<file path="src/rtl/dram_arbiter.sv">
// dram_arbiter: two-master round-robin arbiter and sequencer in front of
// dram_memory. Full-word writes pass straight through; partial-strobe writes
// are turned into a read-modify-write, since the RAM only commits 4'b1111.
//
// Ports
//   iwClk, iwnRst           clock (rising edge), async active-low reset
//   iwReq*/iwWe*/iwAddr*/   per-master request: held until ack
//   iwWdata*/iwWstrb*
//   owAck*                  one-cycle completion pulse per master
//   owRdata*                registered read data, held until next read
//   owBusy                  high whenever the sequencer is not idle
//   owMem*/iwMemReadData    RAM side: combinational read, write commits on
//                           the falling edge of the cycle owMemWstrb is 1111

// One byte lane of the merge: new data where strobed, else the old word.
module dram_arbiter_byte_merge (
  input  logic       i_sel,
  input  logic [7:0] i_new,
  input  logic [7:0] i_old,
  output logic [7:0] o_byte
);
  assign o_byte = i_sel ? i_new : i_old;
endmodule

module dram_arbiter (
  input  logic        iwClk,
  input  logic        iwnRst,
  input  logic        iwReq0,
  input  logic        iwReq1,
  input  logic        iwWe0,
  input  logic        iwWe1,
  input  logic [31:0] iwAddr0,
  input  logic [31:0] iwAddr1,
  input  logic [31:0] iwWdata0,
  input  logic [31:0] iwWdata1,
  input  logic [3:0]  iwWstrb0,
  input  logic [3:0]  iwWstrb1,
  output logic        owAck0,
  output logic        owAck1,
  output logic [31:0] owRdata0,
  output logic [31:0] owRdata1,
  output logic        owBusy,
  output logic [31:0] owMemReadAddr,
  output logic [31:0] owMemWriteAddr,
  output logic [31:0] owMemWriteData,
  output logic [3:0]  owMemWstrb,
  input  logic [31:0] iwMemReadData
);
  localparam int NUM_LANES = 4;

  typedef enum logic [1:0] {S_IDLE, S_ACCESS, S_MERGE, S_DONE} state_t;

  typedef struct packed {
    logic        we;
    logic [31:0] addr;
    logic [31:0] wdata;
    logic [3:0]  wstrb;
  } req_t;

  state_t      r_state, w_next;
  req_t        r_req;
  req_t        w_req0, w_req1, w_sel;
  logic        r_owner;
  logic        r_last_gnt;
  logic [31:0] r_merge;
  logic [31:0] r_rdata0, r_rdata1;
  logic        w_gnt;
  logic        w_any_req;
  logic        w_full, w_partial;
  logic [NUM_LANES-1:0][7:0] w_merged;

  assign w_req0 = '{we: iwWe0, addr: {iwAddr0[31:2], 2'b00}, wdata: iwWdata0, wstrb: iwWstrb0};
  assign w_req1 = '{we: iwWe1, addr: {iwAddr1[31:2], 2'b00}, wdata: iwWdata1, wstrb: iwWstrb1};

  // Single requester wins outright; on a tie the master not granted last wins.
  assign w_any_req = iwReq0 | iwReq1;
  assign w_gnt     = (iwReq0 & iwReq1) ? ~r_last_gnt : iwReq1;
  assign w_sel     = w_gnt ? w_req1 : w_req0;

  assign w_full    = r_req.we && (r_req.wstrb == 4'b1111);
  assign w_partial = r_req.we && (r_req.wstrb != 4'b1111) && (r_req.wstrb != 4'b0000);

  for (genvar b = 0; b < NUM_LANES; b++) begin : g_lane
    dram_arbiter_byte_merge u_merge (
      .i_sel  (r_req.wstrb[b]),
      .i_new  (r_req.wdata[8*b +: 8]),
      .i_old  (r_merge[8*b +: 8]),
      .o_byte (w_merged[b])
    );
  end

  always_ff @(posedge iwClk or negedge iwnRst) begin
    if (!iwnRst) r_state <= S_IDLE;
    else         r_state <= w_next;
  end

  // Write strobe is decoded from the state, so an async reset in MERGE
  // drops it before the falling-edge commit.
  always_comb begin
    w_next         = r_state;
    owMemWstrb     = 4'b0000;
    owMemWriteData = r_req.wdata;
    unique case (r_state)
      S_IDLE:   if (w_any_req) w_next = S_ACCESS;
      S_ACCESS: begin
        if (w_full) owMemWstrb = 4'b1111;
        w_next = w_partial ? S_MERGE : S_DONE;
      end
      S_MERGE: begin
        owMemWstrb     = 4'b1111;
        owMemWriteData = w_merged;
        w_next         = S_DONE;
      end
      S_DONE:   w_next = S_IDLE;
      default:  w_next = S_IDLE;
    endcase
  end

  always_ff @(posedge iwClk or negedge iwnRst) begin
    if (!iwnRst) begin
      r_req      <= '0;
      r_owner    <= 1'b0;
      r_last_gnt <= 1'b1;
      r_merge    <= '0;
      r_rdata0   <= '0;
      r_rdata1   <= '0;
    end else begin
      if (r_state == S_IDLE && w_any_req) begin
        r_req      <= w_sel;
        r_owner    <= w_gnt;
        r_last_gnt <= w_gnt;
      end
      if (r_state == S_ACCESS) begin
        if (!r_req.we) begin
          if (r_owner) r_rdata1 <= iwMemReadData;
          else         r_rdata0 <= iwMemReadData;
        end
        if (w_partial) r_merge <= iwMemReadData;
      end
    end
  end

  assign owAck0         = (r_state == S_DONE) && !r_owner;
  assign owAck1         = (r_state == S_DONE) &&  r_owner;
  assign owBusy         = (r_state != S_IDLE);
  assign owRdata0       = r_rdata0;
  assign owRdata1       = r_rdata1;
  assign owMemReadAddr  = r_req.addr;
  assign owMemWriteAddr = r_req.addr;

endmodule
</file>
<file path="config.mk">
export PLATFORM = sky130hd
export DESIGN_NAME = dram_arbiter
export DESIGN_NICKNAME = d
export VERILOG_FILES = /design/src/rtl/dram_arbiter.sv
export SDC_FILE = /design/constraint.sdc
export NUM_CORES = 1
export LEC_CHECK = 0
export BUFFER_PORTS_ARGS = -buffer_cell sky130_fd_sc_hd__buf_2
export CORE_ASPECT_RATIO = 0.5
export CORE_MARGIN = 3
export CORE_UTILIZATION = 43
export CTS_CLUSTER_SIZE = 30
export DETAILED_ROUTE_END_ITERATION = 10
export GPL_ROUTABILITY_DRIVEN = 0
export PLACE_DENSITY = 0.76
export SLEW_MARGIN = 30
export SYNTH_ARGS = -nofsm -noshare
export SYNTH_HDL_FRONTEND = slang
export SYNTH_SLANG_ARGS = --single-unit
export TNS_END_PERCENT = 50
</file>
<file path="constraint.sdc">
create_clock -name iwClk -period 1.8 [get_ports iwClk]
set_clock_uncertainty 0.05 [all_clocks]
set_input_delay 0.36 -clock iwClk [delete_from_list [all_inputs] [get_ports iwClk]]
set_output_delay 0.36 -clock iwClk [all_outputs]
set_load 0.01 [all_outputs]
</file>
Yosys cells after proc, flatten, opt, wreduce, memory -nomap -nowiden. Cells that the tools add are included.

Memory bits (writable): 0. Memories kept: 0. ROM bits: 0. Input port bits: 174. Latch bits: 0. Register bits after elaboration: 169.

Order comparisons: 0. Div/mod/pow operators: 0. Equality and inequality tests: 6. Add/sub/neg operators: 0. Shift operators: 0. Bitwise gates (word level): 5. Multiply operators: 0. Muxes and demuxes: 12. Reductions and logical operators: 13.

Operator list (count): 2-to-1 mux 69 bit (1); 2-to-1 mux 32 bit (1); 2-to-1 mux 8 bit (4); one-hot mux 2 bit (4 select lines) (1); one-hot mux 4 bit (2 select lines) (1); logical AND 1 bit (6); AND reduction 3 bit (2); == test 2 bit, second input constant (2); == test 4 bit, second input constant (1); 2-to-1 mux 4 bit (1); != test 4 bit, second input constant (1); nonzero test 4 bit (1); NOT 1 bit (3); == test 2 x 1 -> 1 bit, second input constant (1); zero test 2 bit (1); 2-to-1 mux 1 bit (2); 2-to-1 mux 2 bit (1); != test 2 bit, second input constant (1); AND reduction 2 bit (1); nonzero test 2 bit (1); AND 1 bit (1); zero test 1 bit (1); OR 1 bit (1).

Longest topological paths before layout.
Depth in word-level cells: 5. Gate-level depth with buffers: 8. Mapped depth without buffers: 5.

Modules after synthesis. A second synthesis with hierarchy kept.

Cells, all modules: 666. Area, all modules: 8353.0 µm².

By module, submodules not included: dram_arbiter (seq. area each 4180.3 µm², instances 1, cells an instance 630, area each 7827.5 µm²); dram_arbiter_byte_merge (seq. area each 0.0 µm², instances 4, cells an instance 9, area each 131.4 µm²).

Least setup slack after synthesis. No wires, ideal clock.

Path type: register to register. Start: reg r_state[1]. End: reg r_merge[0]. Setup slack: 0.080 ns. Buffers on the path: 1. Stages on the path, launching flop included: 7. Period minus slack after synthesis: 1.720 ns. Arrival time: 1.544 ns. Cell sequence: dfrtp_1 > inv_1 > ha_1 > nand2_1 > nor3_4 > buf_6 > mux2_4.

Word-level cells in the longest chain between the ends: 2.

Ends and longest elaborated chain: start, declared (RTL line 60) `state_t r_state, w_next;`; start signal, assigned (RTL line 94) `else r_state <= w_next;`; == test 2 x 1 -> 1 bit (RTL line 133) `if (r_state == S_ACCESS) begin`; AND reduction 2 bit (no source line); end signal, assigned (RTL line 138) `if (w_partial) r_merge <= iwMemReadData;`; end, declared (RTL line 65) `logic [31:0] r_merge;`.

Every way passes these cells. A chain may end at the register's enable or synchronous reset.

Final worst setup path.
Start: reg r_state[1]. End: out owMemWriteData[10].

Word-level cells in the longest chain between the ends: 2.

Ends and longest elaborated chain: == test 2 bit (RTL line 103) `unique case (r_state)`; 2-to-1 mux 32 bit (RTL line 103); end, declared (RTL line 45) `output logic [31:0] owMemWriteData,`.

Every way passes these cells.

==> results.txt <==
Largest net degree at the start of global routing -> 46
Reg clk slew, reported paths -> 70 ps
Netlist cell types -> 34
Global Route met1 Usage -> 23.6%
Synth top area cells -> dfrtp_1 52%, mux2_2 17%, mux2i_1 8.5%, buf_4 6.8%, nand2_1 3.3%
N_diodes -> 0
Leakage -> 5.35 nW
Pwr per Cell Area -> 1890 nW/um2
Total power -> 20.2 mW
Die ar. -> 20,200 um2
Ys Warns -> 0
Fin. max-slew vios -> 0
CP Capture Type -> output pin
Routed len/inst -> 17.5 um
Clock Tree Root -> clkbuf_16
DRT antenna net count -> 0
Total Wirelength -> 20,500 um
CTS max path bufs -> 2
Final Hold Vio Count -> 0
Status -> finished, violations left
Placed cells -> 1,127
Number of max-cap violations -> 0
Pre-Repair DR Iteration Count -> 4
First-pass GRT wire length -> 30,100 um
# DRC -> 0
Hold path depth -> 2
GR peak layer -> met2
Non-filler cells, final -> 1,169
Vias per Instance -> 4.84
DIE WIDTH -> 198 um
Total track usage -> 18.9%
Met2 Track Usage GR -> 34.4%
Synth Cell Area -> 7910 um2
Critical-path maximum fanout -> 8
Final core utilization -> 60.3%
Vias in the first global route -> 5,758
Port-buffer cells -> 332
Vias post-DR -> 5,656
Fin crit share -> 121%
Num CTS Buffers -> 17
Layout cells sized above 1 -> 58.9%
Syn_area_per_cell -> 12.5 um2
CP startpoint kind -> register
Met3 usage -> 3.36%
Setup CP Type -> register to output pin
CTS H-tree lvls -> 4
DP Wirelength -> 15,300 um
Grt total ovfl -> 0
Fin crit period -> 2170 ps
Cell Rows -> 34
Hold Slack -> 155 ps
Peak VDD IR -> 829 uV
Seq/Total Area, Yosys -> 52.8%
PnR worst setup slack -> -369 ps
# clock sinks -> 167
Worst r2r path cells -> 8
Mapped Cells -> 634
Failing checks -> setup timing
Filler instances -> 1,402
Fmax -> 461 MHz
Most frequent cells in the layout -> 308 x buf_2, 166 x dfrtp_1, 98 x mux2_2, 68 x nand2_1, 67 x mux2i_1
Clk Latency, worst-skew pair -> 410 ps
Layout Nets -> 1,100
CTS tree -> built
Most common cell after layout, fill and taps aside -> buf_2
Initial antenna violation count -> 0
Area growth from synthesis to layout -> 34.9%
Top-area cell type share of the netlist area -> 52.5%
Worst Path Arrival -> 1760 ps
Setup Viol. Count Final -> 65
Post-synth top area cell -> dfrtp_1
# IOs -> 341
Die height -> 102 um
Initial core utilization -> 44.7%
Hold WC Path Type -> input pin to register
CP Data Required Time -> 1390 ps
Starting DRT DRC Count -> 183
Unrepaired setup endpoints after global routing -> true
Flop and latch count out of synthesis -> 167
Core area -> 17,700 um2
## synth_stat cells
master and number:
buf_8 2, mux2_1 1, o311ai_0 1, a211o_1 1, and2_1 1, o21ai_2 1
a21oi_1 1, mux2i_1 67, a31oi_1 2, o211ai_1 1, mux2_2 118, conb_1 1
nor2_1 2, mux2_4 10, ha_1 4, inv_1 4, nand2_1 69, nand2b_1 4
nand3_1 1, nor2b_1 2, a21boi_1 1, nor4_4 1, buf_2 12, buf_4 72
and4_4 1, a22o_1 1, dfstp_2 1, o21ai_0 48, dfrtp_1 166, buf_6 4
nor3_4 1, nor3b_2 1, o21ai_1 19, clkbuf_1 13
## worst paths after layout
path	start	endpoint	slack, ps
worst max-delay path	r_state[1]$_DFFE_PN0P_	owMemWriteData[10]	-370
worst min-delay path	iwMemReadData[3]	r_merge[3]$_DFFE_PN0P_	150
worst max register to register	r_state[1]$_DFFE_PN0P_	r_merge[9]$_DFFE_PN0P_	-100
worst min register to register	r_req[12]$_DFFE_PN0P_	r_req[12]$_DFFE_PN0P_	430
max in group asynchronous	iwnRst	r_last_gnt$_DFFE_PN1P_	650
min in group asynchronous	iwnRst	r_req[6]$_DFFE_PN0P_	410
## power breakdown
| group | internal, mW | total [mW] | switching, mW | leakage (nW) |
|---|---|---|---|---|
| combinational | 5.15 | 9.59 | 4.44 | 3.05 |
| sequential | 5.67 | 6.84 | 1.17 | 2.00 |
| clock | 2.13 | 3.72 | 1.59 | 0.300 |
## timing repair
item	4_1_cts	5_1_grt
pin swaps	1	3
setup endpoints to repair	49	98
cloned	0	3
buffers inserted	2	9
gates resized for setup	39	46
hold buffers	1	0
hold endpoints to repair	41	0
## cell families (layout without fill, tap and decap cells)
family | after synthesis | in the layout | share of synthesized area (%)
multiplexers | 196 | 196 | 27.3
flip-flops | 167 | 167 | 52.8
buffers and inverters | 107 | 405 | 9.34
AND/OR/NAND/NOR | 83 | 83 | 4.76
AO/OA/AOI/OAI | 76 | 76 | 5.09
adder cells (fa/ha/maj) | 4 | 4 | 0.632
other | 1 | 4 | 0.0474
## registers in the layout, summed over array words and instances, names as in the netlist
name,flops
owMemReadAddr,30
owRdata0,32
owRdata1,32
r_last_gnt,1
r_merge,32
r_owner,1
r_req,37
r_state,2
## through the flow
stage          area, um2  setup WS, ps  setup TNS [ps]
2_1_floorplan       7930          80.5               0
3_3_place_gp        9630         -69.8           -1790
3_5_place_dp        9630         -76.7           -1950
4_1_cts            10400          -377          -13650
5_1_grt            10700          -436          -18950
6_report           10700          -369          -14540
## critical path, cell delays in order (launching register included)
cell and delay [ps]:
dfrtp_1 440, ha_4 240, nand2b_4 170, mux2_2 350, buf_2 140
## cell type report
type / count / area (um2) / area share [%]
Sequential cell: 167 / 4180 / 39.1
Multi-Input combinational cell: 363 / 3220 / 30.2
Timing Repair Buffer: 369 / 2360 / 22.1
Clock buffer: 18 / 439 / 4.11
Tap cell: 234 / 293 / 2.74
Clock inverter: 14 / 163 / 1.52
Inverter: 4 / 17.5 / 0.164
## metal layers
metal	vias to the layer above	part of all wire, %
li1	2700	-
met1	2802	42
met2	131	53
met3	23	3.4
met4	0	1.5
met5	-	0
Power figures use the tool's default switching activity.
